$ cat src/rtl/decode_pipe_stage_if.sv
`default_nettype none
// ============================================================================
// Module      : decode_pipe_stage_if
// Description : Bundle of instruction, writeback, EX-hazard and ID/EX signals
//               for the decode stage.
// Revision    : 1.0 - initial release
// ============================================================================
interface decode_pipe_stage_if #(
    parameter int DATA_W = 32,
    parameter int AW     = 5,
    parameter int CTRL_W = 20
);
    logic              in_valid;
    logic [31:0]       in_instr;
    logic [DATA_W-1:0] in_pc4;
    logic [CTRL_W-1:0] in_ctrl;
    logic              in_zext;
    logic              in_link;
    logic              wb_we;
    logic [AW-1:0]     wb_addr;
    logic [DATA_W-1:0] wb_data;
    logic              ex_valid;
    logic              ex_memread;
    logic [AW-1:0]     ex_rt;
    logic              flush;
    logic              stall_req;
    logic              out_valid;
    logic [CTRL_W-1:0] out_ctrl;
    logic [DATA_W-1:0] out_rs_data;
    logic [DATA_W-1:0] out_rt_data;
    logic [DATA_W-1:0] out_imm;
    logic [DATA_W-1:0] out_pc4;
    logic [DATA_W-1:0] out_jaddr;
    logic [AW-1:0]     out_rs;
    logic [AW-1:0]     out_rt;
    logic [AW-1:0]     out_rd;

    modport master (
        output in_valid, in_instr, in_pc4, in_ctrl, in_zext, in_link,
               wb_we, wb_addr, wb_data, ex_valid, ex_memread, ex_rt, flush,
        input  stall_req, out_valid, out_ctrl, out_rs_data, out_rt_data,
               out_imm, out_pc4, out_jaddr, out_rs, out_rt, out_rd
    );

    modport slave (
        input  in_valid, in_instr, in_pc4, in_ctrl, in_zext, in_link,
               wb_we, wb_addr, wb_data, ex_valid, ex_memread, ex_rt, flush,
        output stall_req, out_valid, out_ctrl, out_rs_data, out_rt_data,
               out_imm, out_pc4, out_jaddr, out_rs, out_rt, out_rd
    );
endinterface
`default_nettype wire

$ cat src/rtl/decode_pipe_stage.sv
`default_nettype none
// ============================================================================
// Module      : decode_pipe_stage
// Description : ID stage - register file with bypass, pending link buffer,
//               load-use stall and ID/EX pipeline register.
// Revision    : 1.0 - initial release
// ============================================================================
module decode_pipe_stage #(
    parameter int DATA_W   = 32,
    parameter int AW       = 5,
    parameter int CTRL_W   = 20,
    parameter int LINK_REG = 31
) (
    input  wire logic           Clk,
    input  wire logic           Reset,
    decode_pipe_stage_if.slave  bus
);
    localparam int          c_NREGS = 2**AW;
    localparam logic [AW-1:0] c_LINK = AW'(LINK_REG);

    logic [DATA_W-1:0] r_regs [c_NREGS];
    logic              r_pendValid;
    logic [DATA_W-1:0] r_pendData;

    logic [AW-1:0]     w_rs;
    logic [AW-1:0]     w_rt;
    logic [AW-1:0]     w_rd;
    logic [15:0]       w_imm;
    logic [DATA_W-1:0] w_linkVal;
    logic              w_loadUse;
    logic              w_linkStall;
    logic              w_stall;
    logic              w_bubble;
    logic              w_linkAccept;
    logic              w_pendLoad;
    logic              w_we;
    logic [AW-1:0]     w_waddr;
    logic [DATA_W-1:0] w_wdata;
    logic [DATA_W-1:0] w_rsData;
    logic [DATA_W-1:0] w_rtData;
    logic [DATA_W-1:0] w_immExt;

    assign w_rs      = AW'(bus.in_instr[25:21]);
    assign w_rt      = AW'(bus.in_instr[20:16]);
    assign w_rd      = AW'(bus.in_instr[15:11]);
    assign w_imm     = bus.in_instr[15:0];
    assign w_linkVal = bus.in_pc4 + DATA_W'(4);

    assign w_loadUse   = bus.in_valid && bus.ex_valid && bus.ex_memread &&
                         (bus.ex_rt != '0) && ((bus.ex_rt == w_rs) || (bus.ex_rt == w_rt));
    assign w_linkStall = bus.in_valid && bus.in_link && r_pendValid && bus.wb_we;
    assign w_stall     = w_loadUse || w_linkStall;
    assign w_bubble    = w_stall || bus.flush;

    assign bus.stall_req = !Reset && w_stall;

    assign w_linkAccept = bus.in_valid && bus.in_link && !w_bubble;
    // A link that cannot own the write port this cycle (wb busy, or an older
    // pending link draining) parks in the buffer so link order is preserved.
    assign w_pendLoad   = w_linkAccept && (bus.wb_we || r_pendValid);

    always_comb begin
        w_we    = 1'b0;
        w_waddr = '0;
        w_wdata = '0;
        if (bus.wb_we) begin
            w_we    = 1'b1;
            w_waddr = bus.wb_addr;
            w_wdata = bus.wb_data;
        end else if (r_pendValid) begin
            w_we    = 1'b1;
            w_waddr = c_LINK;
            w_wdata = r_pendData;
        end else if (w_linkAccept) begin
            w_we    = 1'b1;
            w_waddr = c_LINK;
            w_wdata = w_linkVal;
        end
    end

    function automatic logic [DATA_W-1:0] readPort(input logic [AW-1:0] a);
        if (a == '0)
            return '0;
        else if (bus.wb_we && (bus.wb_addr == a))
            return bus.wb_data;
        else if (r_pendValid && (a == c_LINK))
            return r_pendData;
        else
            return r_regs[a];
    endfunction

    assign w_rsData = readPort(w_rs);
    assign w_rtData = readPort(w_rt);
    assign w_immExt = bus.in_zext ? {{(DATA_W-16){1'b0}}, w_imm}
                                  : {{(DATA_W-16){w_imm[15]}}, w_imm};

    always_ff @(posedge Clk) begin
        if (Reset) begin
            for (int i = 0; i < c_NREGS; i++) r_regs[i] <= '0;
            r_pendValid <= 1'b0;
            r_pendData  <= '0;
        end else begin
            if (w_we && (w_waddr != '0)) r_regs[w_waddr] <= w_wdata;
            if (w_pendLoad) begin
                r_pendValid <= 1'b1;
                r_pendData  <= w_linkVal;
            end else if (r_pendValid && !bus.wb_we) begin
                r_pendValid <= 1'b0;
            end
        end
    end

    always_ff @(posedge Clk) begin
        if (Reset || w_bubble) begin
            bus.out_valid   <= 1'b0;
            bus.out_ctrl    <= '0;
            bus.out_rs_data <= '0;
            bus.out_rt_data <= '0;
            bus.out_imm     <= '0;
            bus.out_pc4     <= '0;
            bus.out_jaddr   <= '0;
            bus.out_rs      <= '0;
            bus.out_rt      <= '0;
            bus.out_rd      <= '0;
        end else begin
            bus.out_valid   <= bus.in_valid;
            bus.out_ctrl    <= bus.in_valid ? bus.in_ctrl : '0;
            bus.out_rs_data <= w_rsData;
            bus.out_rt_data <= w_rtData;
            bus.out_imm     <= w_immExt;
            bus.out_pc4     <= bus.in_pc4;
            bus.out_jaddr   <= {bus.in_pc4[DATA_W-1:28], bus.in_instr[25:0], 2'b00};
            bus.out_rs      <= w_rs;
            bus.out_rt      <= w_rt;
            bus.out_rd      <= w_rd;
        end
    end
endmodule
`default_nettype wire

$ cat src/flat_wrapper.sv
// flat-port wrapper written by rule: the top's interface ports become plain ports
module decode_pipe_stage_flat 
#(
    parameter int DATA_W   = 32,
    parameter int AW       = 5,
    parameter int CTRL_W   = 20,
    parameter int LINK_REG = 31
)
  (Clk, Reset, bus_in_valid, bus_in_instr, bus_in_pc4, bus_in_ctrl, bus_in_zext, bus_in_link, bus_wb_we, bus_wb_addr, bus_wb_data, bus_ex_valid, bus_ex_memread, bus_ex_rt, bus_flush, bus_stall_req, bus_out_valid, bus_out_ctrl, bus_out_rs_data, bus_out_rt_data, bus_out_imm, bus_out_pc4, bus_out_jaddr, bus_out_rs, bus_out_rt, bus_out_rd);
  decode_pipe_stage_if #(.DATA_W(DATA_W), .AW(AW), .CTRL_W(CTRL_W)) bus_i ();
  input  wire logic Clk;
  input  wire logic Reset;
  input wire logic [$bits(bus_i.in_valid)-1:0] bus_in_valid;
  input wire logic [$bits(bus_i.in_instr)-1:0] bus_in_instr;
  input wire logic [$bits(bus_i.in_pc4)-1:0] bus_in_pc4;
  input wire logic [$bits(bus_i.in_ctrl)-1:0] bus_in_ctrl;
  input wire logic [$bits(bus_i.in_zext)-1:0] bus_in_zext;
  input wire logic [$bits(bus_i.in_link)-1:0] bus_in_link;
  input wire logic [$bits(bus_i.wb_we)-1:0] bus_wb_we;
  input wire logic [$bits(bus_i.wb_addr)-1:0] bus_wb_addr;
  input wire logic [$bits(bus_i.wb_data)-1:0] bus_wb_data;
  input wire logic [$bits(bus_i.ex_valid)-1:0] bus_ex_valid;
  input wire logic [$bits(bus_i.ex_memread)-1:0] bus_ex_memread;
  input wire logic [$bits(bus_i.ex_rt)-1:0] bus_ex_rt;
  input wire logic [$bits(bus_i.flush)-1:0] bus_flush;
  output wire logic [$bits(bus_i.stall_req)-1:0] bus_stall_req;
  output wire logic [$bits(bus_i.out_valid)-1:0] bus_out_valid;
  output wire logic [$bits(bus_i.out_ctrl)-1:0] bus_out_ctrl;
  output wire logic [$bits(bus_i.out_rs_data)-1:0] bus_out_rs_data;
  output wire logic [$bits(bus_i.out_rt_data)-1:0] bus_out_rt_data;
  output wire logic [$bits(bus_i.out_imm)-1:0] bus_out_imm;
  output wire logic [$bits(bus_i.out_pc4)-1:0] bus_out_pc4;
  output wire logic [$bits(bus_i.out_jaddr)-1:0] bus_out_jaddr;
  output wire logic [$bits(bus_i.out_rs)-1:0] bus_out_rs;
  output wire logic [$bits(bus_i.out_rt)-1:0] bus_out_rt;
  output wire logic [$bits(bus_i.out_rd)-1:0] bus_out_rd;
  assign bus_i.in_valid = bus_in_valid;
  assign bus_i.in_instr = bus_in_instr;
  assign bus_i.in_pc4 = bus_in_pc4;
  assign bus_i.in_ctrl = bus_in_ctrl;
  assign bus_i.in_zext = bus_in_zext;
  assign bus_i.in_link = bus_in_link;
  assign bus_i.wb_we = bus_wb_we;
  assign bus_i.wb_addr = bus_wb_addr;
  assign bus_i.wb_data = bus_wb_data;
  assign bus_i.ex_valid = bus_ex_valid;
  assign bus_i.ex_memread = bus_ex_memread;
  assign bus_i.ex_rt = bus_ex_rt;
  assign bus_i.flush = bus_flush;
  assign bus_stall_req = bus_i.stall_req;
  assign bus_out_valid = bus_i.out_valid;
  assign bus_out_ctrl = bus_i.out_ctrl;
  assign bus_out_rs_data = bus_i.out_rs_data;
  assign bus_out_rt_data = bus_i.out_rt_data;
  assign bus_out_imm = bus_i.out_imm;
  assign bus_out_pc4 = bus_i.out_pc4;
  assign bus_out_jaddr = bus_i.out_jaddr;
  assign bus_out_rs = bus_i.out_rs;
  assign bus_out_rt = bus_i.out_rt;
  assign bus_out_rd = bus_i.out_rd;
  decode_pipe_stage #(.DATA_W(DATA_W), .AW(AW), .CTRL_W(CTRL_W), .LINK_REG(LINK_REG)) u_core (.Clk(Clk), .Reset(Reset), .bus(bus_i));
endmodule
$ cat config.mk
export PLATFORM = sky130hd
export DESIGN_NAME = decode_pipe_stage_flat
export DESIGN_NICKNAME = d
export VERILOG_FILES = /design/src/rtl/decode_pipe_stage_if.sv /design/src/rtl/decode_pipe_stage.sv /design/src/flat_wrapper.sv
export SDC_FILE = /design/constraint.sdc
export NUM_CORES = 2
export LEC_CHECK = 0
export CELL_PAD_IN_SITES_DETAIL_PLACEMENT = 1
export CELL_PAD_IN_SITES_GLOBAL_PLACEMENT = 2
export CORE_MARGIN = 3
export CORE_UTILIZATION = 43
export CTS_CLUSTER_DIAMETER = 60
export DETAILED_ROUTE_END_ITERATION = 10
export PLACE_DENSITY_LB_ADDON = 0.08
export SLEW_MARGIN = 0
export SYNTH_ARGS = -nofsm -noshare
export SYNTH_HDL_FRONTEND = slang
export SYNTH_SLANG_ARGS = --single-unit
export TNS_END_PERCENT = 20
$ cat constraint.sdc
create_clock -name Clk -period 3.3 [get_ports Clk]
set_input_delay 0.33 -clock Clk [delete_from_list [all_inputs] [get_ports Clk]]
set_output_delay 0.33 -clock Clk [all_outputs]
set_load 0.01 [all_outputs]
==> results.yml <==
run_status:
  status: "finished clean"
finish:
  final_nets: 5078
  fin_cells: 6923
  design_area_um2: 72800
  multi_input_area_um2: 23600
  synthToLayoutAreaGrowth_pct: 21.2
  regArea_um2: 34300
  drive_above_1_share_pct: 25.5
  final_cell_mix: "nor2_1, edfxtp_1, mux4_2"
  n_fill_cell: 13600
  final_common_cell: "nor2_1"
detailed_routing:
  wirelength_um: 249000
  wl_per_cell_um: 36.0
  ant_nets: 0
  drt_iter0_markers: 6630
  vias_per_cell: 6.47
  route.detailed.drc: 0
  dr_total_vias: 44800
  dr.pass1.iters: 6
global_route:
  grt-ovfl-total: 0
  grt_pass1_vias: 44500
  grt_max_degree: 84
  grt_use_met2_pct: 52.6
  grt_pass1_wl_um: 348000
  grt_util_met1_pct: 47.0
  grt.busiest_layer: "met2"
  antenna_found_initial: 11
  grt.total_usage_pct: 34.1
  met3_usage_pct: 9.75
place:
  port_buffers: 323
  dp_hpwl_um: 171000
  place.gp.congestion: 0.876
  placed_cells: 6654
  postPlaceCellArea_um2: 68100
setup_path:
  critPathKind: "primary input to primary output"
  r2r_end: "u_core.bus.out_rs_data[18]"
  arrival_ps: 2870
  worstPathMaxFanout: 25
  start_kind: "primary input"
  worstPathRequired_ps: 2970
  worst_setup_path_end_kind: "primary output"
  reg2reg_setup_slack_ps: 720
  ff2ff_path_depth: 8
  r2r-start: "u_core.r_regs[6][18]"
logic_synthesis:
  synth_top_family_by_area: "multiplexers"
  dominantRegCellSynth: "edfxtp_1"
  ys_warn_count: 0
  synth_edf_count: 1024
  synthAdderAreaFrac_pct: 0.0208
  synth_seq_area_share_pct: 57.1
  async_flop_share_pct: 0
  synthMuxAreaShare_pct: 21.0
  yosys.area_share.simple_pct: 11.8
  synth_seq_cells: 1201
  syn_inst: 4505
  syn_area_per_cell_um2: 13.3
  synthXorXnorAreaFrac_pct: 0.700
  synth_compound_area_share_pct: 5.09
  synth_cell_types: 61
  syn-cell-area_um2: 60100
sta:
  worstMarginPinSlew_ps: 1170
  setup_viol: 0
  relSlewSlack_pct: 22.0
  fin_skew_ps: 23.5
  min_period_ps: 3200
  fmax_ghz: 0.312
  setup_tns_ps: 0
  slew_viol_final: 0
  finalHoldViolCount: 0
  finalCritPeriodShare_pct: 97.0
  rsz0062_at_grt: "no"
power:
  ir_drop_v: 0.000314
  leakagePower_nw: 25.5
  pwr_density_cell_nw_per_um2: 536
clock_tree:
  cts_tree: "done"
  clk_latency_ps: 790
  cts_made_buffers: 146
  cts.sinks: 1201
  cts-root-buf: "clkbuf_16"
  path_clk_slew_ps: 50
  cts_max_level: 4
  clockBufferDepth: 3
  post_cts_buffers: 0
die:
  num_rows: 136
  start_util_pct: 43.5
  die-area_um2: 144000
  pin_count: 332
  die_w_um: 380
  fp.dieH_um: 380
  core_area_um2: 138000
hold_path:
  hold_start: "bus_in_zext"
  min_delay_path_depth: 2
  min_to: "u_core.bus.out_imm[16]"
  timing.hold.worst.class: "primary input to flop"
run:
  drv_cap: 0
[Yosys cell counts (15+ instances only)]
cell,count,area [um^2]
nand3_1,61,305
edfxtp_1,1024,30700
o221ai_1,21,184
o22a_1,15,131
o21ai_0,20,100
nor3_1,68,340
or4_1,15,113
mux4_2,474,10700
mux2_2,42,473
a21oi_1,80,400
mux2i_1,103,1030
o211ai_1,16,120
and2_1,101,632
clkbuf_1,279,1050
xnor2_1,36,315
a211oi_1,71,533
a22oi_1,23,173
nand2_1,119,447
buf_2,101,505
a221oi_1,36,315
dfxtp_1,177,3540
nor2b_1,58,363
o22ai_1,68,425
buf_6,16,180
a31oi_1,67,419
nand2b_1,43,269
buf_1,35,131
buf_4,82,616
mux4_1,17,447
nor2_1,1125,4220
[per-stage QoR]
| stage | utilization [%] | worst slack [ps] | hold slack [ps] | total power, mW |
|---|---|---|---|---|
| finish | 52.7 | 99.6 | 100 | 39.0 |
| detailed placement | 49.3 | 136 | 527 | 23.1 |
| CTS | 52.7 | 60.4 | 37.5 | 39.1 |
| floorplan | - | 492 | 402 | 20.5 |
| global route | 52.7 | 10.3 | 85.9 | 40.0 |
| global placement | 49.3 | 209 | 522 | 23.0 |
[sequential cells by signal, summed over array words and instances, names as in the netlist]
| signal | count |
|---|---|
| u_core.r_pendData | 32 |
| u_core.r_regs | 1024 |
| u_core.bus.out_rs_data | 32 |
| u_core.bus.out_valid | 1 |
| u_core.bus.out_rt_data | 32 |
| u_core.bus.out_imm | 1 |
| u_core.bus.out_jaddr | 18 |
| u_core.bus.out_rs | 4 |
| u_core.bus.out_rd | 4 |
| u_core.bus.out_rt | 4 |
| u_core.bus.out_ctrl | 20 |
| u_core.r_pendValid | 1 |
| u_core.bus.out_pc4 | 28 |
[cell type report]
cell class / count / area share [%]
clock inverter: 81 / 0.870
inverter: 7 / 0.0395
multi-input combinational: 2814 / 32.5
antenna: 1 / 0.00344
clock buffer: 184 / 5.59
sequential: 1201 / 47.1
timing repair buffer: 772 / 10.7
tap: 1863 / 3.20
[power breakdown]
group	switching, mW	total, mW	internal [mW]
logic	3.03	5.30	2.27
registers	0.435	17.7	17.3
clock network	6.68	16.0	9.36
[timing repair]
item	4_1_cts	5_1_grt
hold buffers	3	0
hold endpoints to repair	22	0
gates resized for setup	0	2
endpoints found under the setup margin	0	1
[cells by family (layout without fill, tap and decap cells)]
group           count (synthesis)  after routing
compound gates                445            445
flops                        1201           1201
mux                           636            636
other cells                     1             35
xor+xnor                       48             48
simple gates                 1650           1650
fa+ha+maj                       1              1
buf+inv                       523           1044
[worst max-delay path: stages]
cell and delay [ps]:
dlygate4sd3_1 560, clkbuf_8 400, xnor2_1 170, nand3_1 130, o22ai_4 310, nand2_1 150, a21oi_1 180, clkdlybuf4s50_1 590
[how the worst max path moves through the flow]
stage | slack, ps | depth (start not counted) | end | start
final | 100 | 8 | bus_stall_req | bus_in_instr[24]
after global routing | 10 | 8 | bus_stall_req | bus_in_instr[24]
after CTS | 60 | 8 | bus_stall_req | bus_in_instr[24]
after detailed placement | 140 | 9 | u_core.r_regs[23][21] | bus_in_pc4[8]
after global placement | 210 | 7 | u_core.r_regs[27][13] | bus_ex_rt[2]
after floorplan | 490 | 9 | u_core.r_regs[31][0] | bus_in_instr[16]
[per-layer routing]
| layer | up-vias | part of all wire, % | wire length (um) |
|---|---|---|---|
| met2 | 2949 | 46 | 114000 |
| met3 | 423 | 12 | 30700 |
| met4 | 6 | 3.0 | 7440 |
| met1 | 23600 | 39 | 97100 |
| li1 | 17800 | - | - |
| met5 | - | 0.059 | 146 |
Power figures use the tool's default switching activity.
